**src/rtl/axis_token_bucket_shaper_if.sv**
```systemverilog
// AXI-Stream bus bundle used on both sides of the token bucket shaper.
// Carries valid/ready handshake plus data, byte enables and end-of-packet.
//   master modport : drives tvalid/tdata/tkeep/tlast, samples tready
//   slave modport  : samples tvalid/tdata/tkeep/tlast, drives tready
interface axis_token_bucket_shaper_if #(
  parameter int AXIS_WIDTH      = 64,
  parameter int AXIS_KEEP_WIDTH = AXIS_WIDTH / 8
);

  logic                       tvalid;
  logic                       tready;
  logic [AXIS_WIDTH-1:0]      tdata;
  logic [AXIS_KEEP_WIDTH-1:0] tkeep;
  logic                       tlast;

  modport master (output tvalid, tdata, tkeep, tlast, input tready);
  modport slave  (input tvalid, tdata, tkeep, tlast, output tready);

endinterface

```
**src/rtl/axis_token_bucket_shaper.sv**
```systemverilog
// Ingress rate shaper: admits whole AXI-Stream packets according to a
// byte-granular token bucket and passes admitted packets through with zero
// latency. Gating is only ever applied at packet boundaries.
// Ports:
//   clk_i, rst_i   : stream clock, asynchronous active-high reset
//   s_axis         : upstream stream (slave side)
//   m_axis         : downstream stream (master side), data/keep/last = s_axis
//   cfg_enable_i   : 0 = bypass, bucket held full
//   cfg_rate_i     : refill per cycle, UQ(TOKEN_WIDTH.FRAC_BITS) bytes
//   cfg_burst_i    : bucket ceiling in bytes
//   pkt_cnt_o      : number of tlast beats transferred
//   stall_cnt_o    : cycles where upstream offered data but the shaper held it off
module axis_token_bucket_shaper #(
  parameter int AXIS_WIDTH      = 64,
  parameter int AXIS_KEEP_WIDTH = AXIS_WIDTH / 8,
  parameter int TOKEN_WIDTH     = 24,
  parameter int FRAC_BITS       = 8
) (
  input  logic                             clk_i,
  input  logic                             rst_i,
  axis_token_bucket_shaper_if.slave        s_axis,
  axis_token_bucket_shaper_if.master       m_axis,
  input  logic                             cfg_enable_i,
  input  logic [TOKEN_WIDTH+FRAC_BITS-1:0] cfg_rate_i,
  input  logic [TOKEN_WIDTH-1:0]           cfg_burst_i,
  output logic [31:0]                      pkt_cnt_o,
  output logic [31:0]                      stall_cnt_o
);

  // Bucket width includes a sign bit; the sum is two bits wider so refill plus
  // a full bucket cannot overflow before saturation.
  localparam int BW  = TOKEN_WIDTH + FRAC_BITS + 1;
  localparam int SW  = BW + 2;
  localparam int KCW = $clog2(AXIS_KEEP_WIDTH + 1);

  typedef enum logic {IDLE = 1'b0, PASS = 1'b1} state_t;

  state_t                state;
  logic signed [BW-1:0]  bucket;
  logic signed [BW-1:0]  bucket_next;
  logic signed [SW-1:0]  sum;
  logic signed [SW-1:0]  ceiling;
  logic signed [SW-1:0]  floor_val;
  logic signed [SW-1:0]  cost;
  logic [KCW-1:0]        keep_count;
  logic                  in_pkt;
  logic                  allow;
  logic                  beat;

  // Once a packet is admitted it is never held off; between packets a
  // non-negative bucket admits the next one. Reset blocks both directions.
  assign in_pkt = (state == PASS);
  assign allow  = ~rst_i & (in_pkt | ~cfg_enable_i | ~bucket[BW-1]);
  assign beat   = s_axis.tvalid & m_axis.tready & allow;

  assign m_axis.tvalid = s_axis.tvalid & allow;
  assign s_axis.tready = m_axis.tready & allow;
  assign m_axis.tdata  = s_axis.tdata;
  assign m_axis.tkeep  = s_axis.tkeep;
  assign m_axis.tlast  = s_axis.tlast;

  // Number of valid bytes in the current beat.
  always_comb begin
    keep_count = '0;
    for (int i = 0; i < AXIS_KEEP_WIDTH; i++) begin
      keep_count = keep_count + KCW'(s_axis.tkeep[i]);
    end
  end

  // Refill and consumption are combined first, then clamped once between the
  // most negative bucket value and the configured ceiling.
  always_comb begin
    ceiling   = $signed({3'b000, cfg_burst_i, {FRAC_BITS{1'b0}}});
    floor_val = $signed({3'b111, {(BW-1){1'b0}}});
    cost      = '0;
    if (beat) begin
      cost = $signed({{(SW-KCW-FRAC_BITS){1'b0}}, keep_count, {FRAC_BITS{1'b0}}});
    end
    sum         = $signed({{2{bucket[BW-1]}}, bucket}) + $signed({3'b000, cfg_rate_i}) - cost;
    bucket_next = sum[BW-1:0];
    if (sum > ceiling) begin
      bucket_next = ceiling[BW-1:0];
    end else if (sum < floor_val) begin
      bucket_next = floor_val[BW-1:0];
    end
  end

  // Packet framing FSM, bucket register and statistics counters. In bypass the
  // bucket is pinned full so re-enabling starts with a full burst allowance.
  always_ff @(posedge clk_i or posedge rst_i) begin
    if (rst_i) begin
      state       <= IDLE;
      bucket      <= '0;
      pkt_cnt_o   <= '0;
      stall_cnt_o <= '0;
    end else begin
      if (beat) begin
        state <= s_axis.tlast ? IDLE : PASS;
      end
      bucket <= cfg_enable_i ? bucket_next : ceiling[BW-1:0];
      if (beat & s_axis.tlast) begin
        pkt_cnt_o <= pkt_cnt_o + 32'd1;
      end
      if (s_axis.tvalid & ~allow) begin
        stall_cnt_o <= stall_cnt_o + 32'd1;
      end
    end
  end

endmodule
```
**src/flat_wrapper.sv**
```systemverilog
// flat-port wrapper written by rule: the top's interface ports become plain ports
module axis_token_bucket_shaper_flat 
#(
  parameter int AXIS_WIDTH      = 64,
  parameter int AXIS_KEEP_WIDTH = AXIS_WIDTH / 8,
  parameter int TOKEN_WIDTH     = 24,
  parameter int FRAC_BITS       = 8
)
  (clk_i, rst_i, cfg_enable_i, cfg_rate_i, cfg_burst_i, pkt_cnt_o, stall_cnt_o, s_axis_tvalid, s_axis_tdata, s_axis_tkeep, s_axis_tlast, s_axis_tready, m_axis_tvalid, m_axis_tdata, m_axis_tkeep, m_axis_tlast, m_axis_tready);
  axis_token_bucket_shaper_if #(.AXIS_WIDTH(AXIS_WIDTH), .AXIS_KEEP_WIDTH(AXIS_KEEP_WIDTH)) s_axis_i ();
  axis_token_bucket_shaper_if #(.AXIS_WIDTH(AXIS_WIDTH), .AXIS_KEEP_WIDTH(AXIS_KEEP_WIDTH)) m_axis_i ();
  input  logic clk_i;
  input  logic rst_i;
  input  logic cfg_enable_i;
  input  logic [TOKEN_WIDTH+FRAC_BITS-1:0] cfg_rate_i;
  input  logic [TOKEN_WIDTH-1:0] cfg_burst_i;
  output logic [31:0] pkt_cnt_o;
  output logic [31:0] stall_cnt_o;
  input wire logic [$bits(s_axis_i.tvalid)-1:0] s_axis_tvalid;
  input wire logic [$bits(s_axis_i.tdata)-1:0] s_axis_tdata;
  input wire logic [$bits(s_axis_i.tkeep)-1:0] s_axis_tkeep;
  input wire logic [$bits(s_axis_i.tlast)-1:0] s_axis_tlast;
  output wire logic [$bits(s_axis_i.tready)-1:0] s_axis_tready;
  output wire logic [$bits(m_axis_i.tvalid)-1:0] m_axis_tvalid;
  output wire logic [$bits(m_axis_i.tdata)-1:0] m_axis_tdata;
  output wire logic [$bits(m_axis_i.tkeep)-1:0] m_axis_tkeep;
  output wire logic [$bits(m_axis_i.tlast)-1:0] m_axis_tlast;
  input wire logic [$bits(m_axis_i.tready)-1:0] m_axis_tready;
  assign s_axis_i.tvalid = s_axis_tvalid;
  assign s_axis_i.tdata = s_axis_tdata;
  assign s_axis_i.tkeep = s_axis_tkeep;
  assign s_axis_i.tlast = s_axis_tlast;
  assign s_axis_tready = s_axis_i.tready;
  assign m_axis_tvalid = m_axis_i.tvalid;
  assign m_axis_tdata = m_axis_i.tdata;
  assign m_axis_tkeep = m_axis_i.tkeep;
  assign m_axis_tlast = m_axis_i.tlast;
  assign m_axis_i.tready = m_axis_tready;
  axis_token_bucket_shaper #(.AXIS_WIDTH(AXIS_WIDTH), .AXIS_KEEP_WIDTH(AXIS_KEEP_WIDTH), .TOKEN_WIDTH(TOKEN_WIDTH), .FRAC_BITS(FRAC_BITS)) u_core (.clk_i(clk_i), .rst_i(rst_i), .s_axis(s_axis_i), .m_axis(m_axis_i), .cfg_enable_i(cfg_enable_i), .cfg_rate_i(cfg_rate_i), .cfg_burst_i(cfg_burst_i), .pkt_cnt_o(pkt_cnt_o), .stall_cnt_o(stall_cnt_o));
endmodule
```
**config.mk**
```make
export PLATFORM = sky130hd
export DESIGN_NAME = axis_token_bucket_shaper_flat
export DESIGN_NICKNAME = d
export VERILOG_FILES = /design/src/rtl/axis_token_bucket_shaper_if.sv /design/src/rtl/axis_token_bucket_shaper.sv /design/src/flat_wrapper.sv
export SDC_FILE = /design/constraint.sdc
export NUM_CORES = 1
export LEC_CHECK = 0
export CELL_PAD_IN_SITES_DETAIL_PLACEMENT = 0
export CELL_PAD_IN_SITES_GLOBAL_PLACEMENT = 1
export CORE_UTILIZATION = 37
export DETAILED_ROUTE_END_ITERATION = 6
export HOLD_SLACK_MARGIN = 0.06
export PLACE_DENSITY = 0.92
export SYNTH_ARGS = -nofsm -noshare
export SYNTH_HDL_FRONTEND = slang
export SYNTH_SLANG_ARGS = --single-unit
```
**constraint.sdc**
```tcl
create_clock -name clk_i -period 12.5 [get_ports clk_i]
set_input_delay 1.25 -clock clk_i [delete_from_list [all_inputs] [get_ports clk_i]]
set_output_delay 1.25 -clock clk_i [all_outputs]
set_load 0.1 [all_outputs]
```
==> impl_metrics.yaml <==
sta:
  slew_viol_final: 0
  highest_clock_frequency_the_design_can_meet_ghz: 0.117
  setup_viol: 0
  timing.final.crit_period_ns: 8.51
  tightest_slew_ns: 1.02
  fin_worst_skew_ns: 0.00599
  post-route-period-util_pct: 68.1
  max_slew_margin_pct: 31.9
  hold_violations: 0
  totalNegativeSetupSlack_ns: 0
  rsz0062_at_grt: "false"
global_routing:
  grt.total_usage_pct: 18.4
  antenna_found_initial: 0
  grt-ovfl-total: 0
  grt_first_pass_wirelength_mm: 33.1
  grt_start_max_net_pins: 53
  grt_pass1_vias: 6649
power:
  power_frac_clock_pct: 13.3
  combinationalPowerShare_pct: 68.1
  netSwitchingFraction_pct: 49.9
  cell_internal_pwr_mw: 1.13
  p_leak_nw: 4.37
  power_density_mw_per_mm2: 232
  peak_supply_drop_v: 0.000186
  seqPwrFrac_pct: 18.6
  total_switching_power_mw: 1.12
die:
  ioPinCount: 273
  core_region_area_mm2: 0.0218
  floorplan.die_area_mm2: 0.0229
  std_cell_rows: 54
  die_h_um: 151
  die_x_um: 151
  start_util_pct: 37.8
drt:
  drc: 0
  post_drt_wl_per_cell_um: 16.2
  vias_per_cell: 5.35
  via_count: 6825
  ant_nets: 0
  first_pass_iters: 5
  routed_wirelength_mm: 20.7
  detailedRoute.firstIterationViolations: 304
critical_path:
  worst_setup_sp: "s_axis_tkeep[1]"
  worstRegToRegCells: 29
  timing.critical_path.required_ns: 12.77
  criticalPathCategory: "in2reg"
  max_stage_delay_ns: 0.57
  start_kind: "input pin"
  timing.reg2reg.setup_slack_ns: 5.24
  critical-path-slowest-cell: "sky130_fd_sc_hd__a2111oi_0"
  regToRegStartpoint: "u_core.bucket[0]"
  worst-endpoint-arrival_ns: 8.78
  path_max_fanout: 18
  worst_r2r_end: "u_core.bucket[18]"
  critPathCaptureType: "register"
clocking:
  cts_max_level: 3
  cts.repair_timing.setup_buffer_count: 0
  cts_hold_buf: 0
  cts_repair_resize_count: 0
  clk_path_buf_depth: 2
  buffer_type_at_the_clock_tree_root: "sky130_fd_sc_hd__clkbuf_16"
  clkSlewWorstSetupHoldPaths_ns: 0.07
  cts_buffer_count: 9
  tritoncts: "yes"
  cts.sinks: 98
  clock_latency_ns: 0.35
yosys:
  synth-edff-count: 0
  synth_top_area_share_pct: 29.7
  synth_area_leaders: "sky130_fd_sc_hd__dfrtp_1, sky130_fd_sc_hd__ha_1, sky130_fd_sc_hd__buf_4"
  synth_cells: 931
  syn_area_per_cell_um2: 8.87
  yosys_warnings: 0
  syn_nets: 1136
  synth-seq-area-share_pct: 29.7
  synth.largest_area_cell: "sky130_fd_sc_hd__dfrtp_1"
  synth_top_cells_by_count: "sky130_fd_sc_hd__dfrtp_1, sky130_fd_sc_hd__nand2_1, sky130_fd_sc_hd__buf_4, sky130_fd_sc_hd__ha_1, sky130_fd_sc_hd__xnor2_1"
  netlist-cell-type-count: 77
  yosys.cell_count.top_type: "sky130_fd_sc_hd__dfrtp_1"
  synth.ff_latch_count: 98
  ys.flop_type: "sky130_fd_sc_hd__dfrtp_1"
  synth-async-reset-ratio_pct: 100
  syn_std_cell_area_mm2: 0.00826
finish:
  fin_cells: 1276
  antenna_cells_inserted: 0
  fraction_of_final_layout_cells_sized_beyond_drive_strength_1_pct: 3.92
  syn_to_final_growth_pct: 17.5
  nets: 1196
  final_cell_area_mm2: 0.00970
job:
  max-cap-violations: 0
place:
  detailed_place.area_mm2: 0.00938
  dpl.hpwl_mm: 16.3
  gpl.final_weighted_congestion: 0.897
  port-buffer-count: 144
  placed_cells: 1260
status:
  status: "finished, final reports clean"
hold_path:
  hp-start: "u_core.pkt_cnt_o[31]"
  holdPathEnd: "u_core.pkt_cnt_o[31]"
  worstHoldPathType: "reg2reg"
  timing.hold.worst_path_depth: 1
-- worst max-delay path: cells and delay by family --
family                   cells  cell delay [ns]
AO/OA/AOI/OAI                9             2.03
XOR/XNOR                     2             0.32
adder cells (fa/ha/maj)      7             2.67
buffers and inverters        3             0.91
multiplexers                 1             0.25
AND/OR/NAND/NOR              8             1.36
-- power groups by stage --
stage / sequential [mW] / combinational [mW] / clock (mW)
after global placement: 0.425 / 1.49 / 0
after CTS: 0.419 / 1.52 / 0.310
after global routing: 0.426 / 1.69 / 0.321
after floorplan: 0.520 / 1.18 / 0
final: 0.419 / 1.53 / 0.299
after detailed placement: 0.425 / 1.51 / 0
-- per-layer routing --
layer | part of all wire (%) | wire length (um) | GRT usage, %
met3 | 6.7 | 1380 | 4.61
met2 | 45 | 9300 | 29.6
met1 | 45 | 9360 | 23.6
met5 | 0 | 0 | 0
met4 | 3.1 | 641 | 7.25
-- kinds of logic (layout without fill, tap and decap cells) --
logic type | count (synthesis) | in the layout | synth area share [%]
XOR/XNOR | 100 | 100 | 10.6
AND/OR/NAND/NOR | 329 | 329 | 21.1
multiplexers | 26 | 26 | 3.20
AO/OA/AOI/OAI | 162 | 162 | 13.5
adder cells (fa/ha/maj) | 71 | 71 | 11.3
flip-flops | 98 | 98 | 29.7
buffers and inverters | 145 | 210 | 10.6
-- flip-flops by register name, indices dropped and copies added, names as in the netlist --
| register | count |
|---|---|
| u_core.pkt_cnt_o | 32 |
| u_core.stall_cnt_o | 32 |
| u_core.bucket | 33 |
| u_core.in_pkt | 1 |
-- area by class of cell --
class,count,area (um^2)
fillers,2146,12100
multi-input cells,688,4940
flip-flops and latches,98,2450
repair buffers,147,1460
well taps,280,350
clock buffers,9,225
inverters,47,179
clock inverters,7,91.3
-- metrics by stage --
stage | worst slack (ns) | power, mW | hold slack, ns | util [%]
floorplan | 3.86 | 1.70 | 0.457 | -
global placement | 3.81 | 1.91 | 0.456 | 43.0
detailed placement | 3.60 | 1.93 | 0.465 | 43.0
CTS | 3.96 | 2.25 | 0.479 | 44.4
global route | 3.40 | 2.43 | 0.498 | 44.4
finish | 3.99 | 2.25 | 0.475 | 44.4
-- placed cells by master, fill, tap and decap left out, types with 30 or more instances in the layout --
cell	count
sky130_fd_sc_hd__nor2_1	48
sky130_fd_sc_hd__dfrtp_1	98
sky130_fd_sc_hd__xnor2_1	60
sky130_fd_sc_hd__inv_1	46
sky130_fd_sc_hd__a21oi_1	42
sky130_fd_sc_hd__ha_1	65
sky130_fd_sc_hd__nand2_1	92
sky130_fd_sc_hd__o21ai_0	30
sky130_fd_sc_hd__clkdlybuf4s50_1	144
sky130_fd_sc_hd__nand3_1	37
sky130_fd_sc_hd__xor2_1	40
-- how the worst max path moves through the flow --
| stage | to | cells past startpoint |
|---|---|---|
| 6_report | u_core.bucket[18] | 30 |
| 3_3_place_gp | u_core.bucket[28] | 30 |
| 3_5_place_dp | u_core.bucket[31] | 30 |
| 2_1_floorplan | u_core.bucket[8] | 25 |
| 4_1_cts | u_core.bucket[18] | 30 |
| 5_1_grt | u_core.bucket[18] | 30 |
No activity file was read; power rests on OpenSTA's default activity.
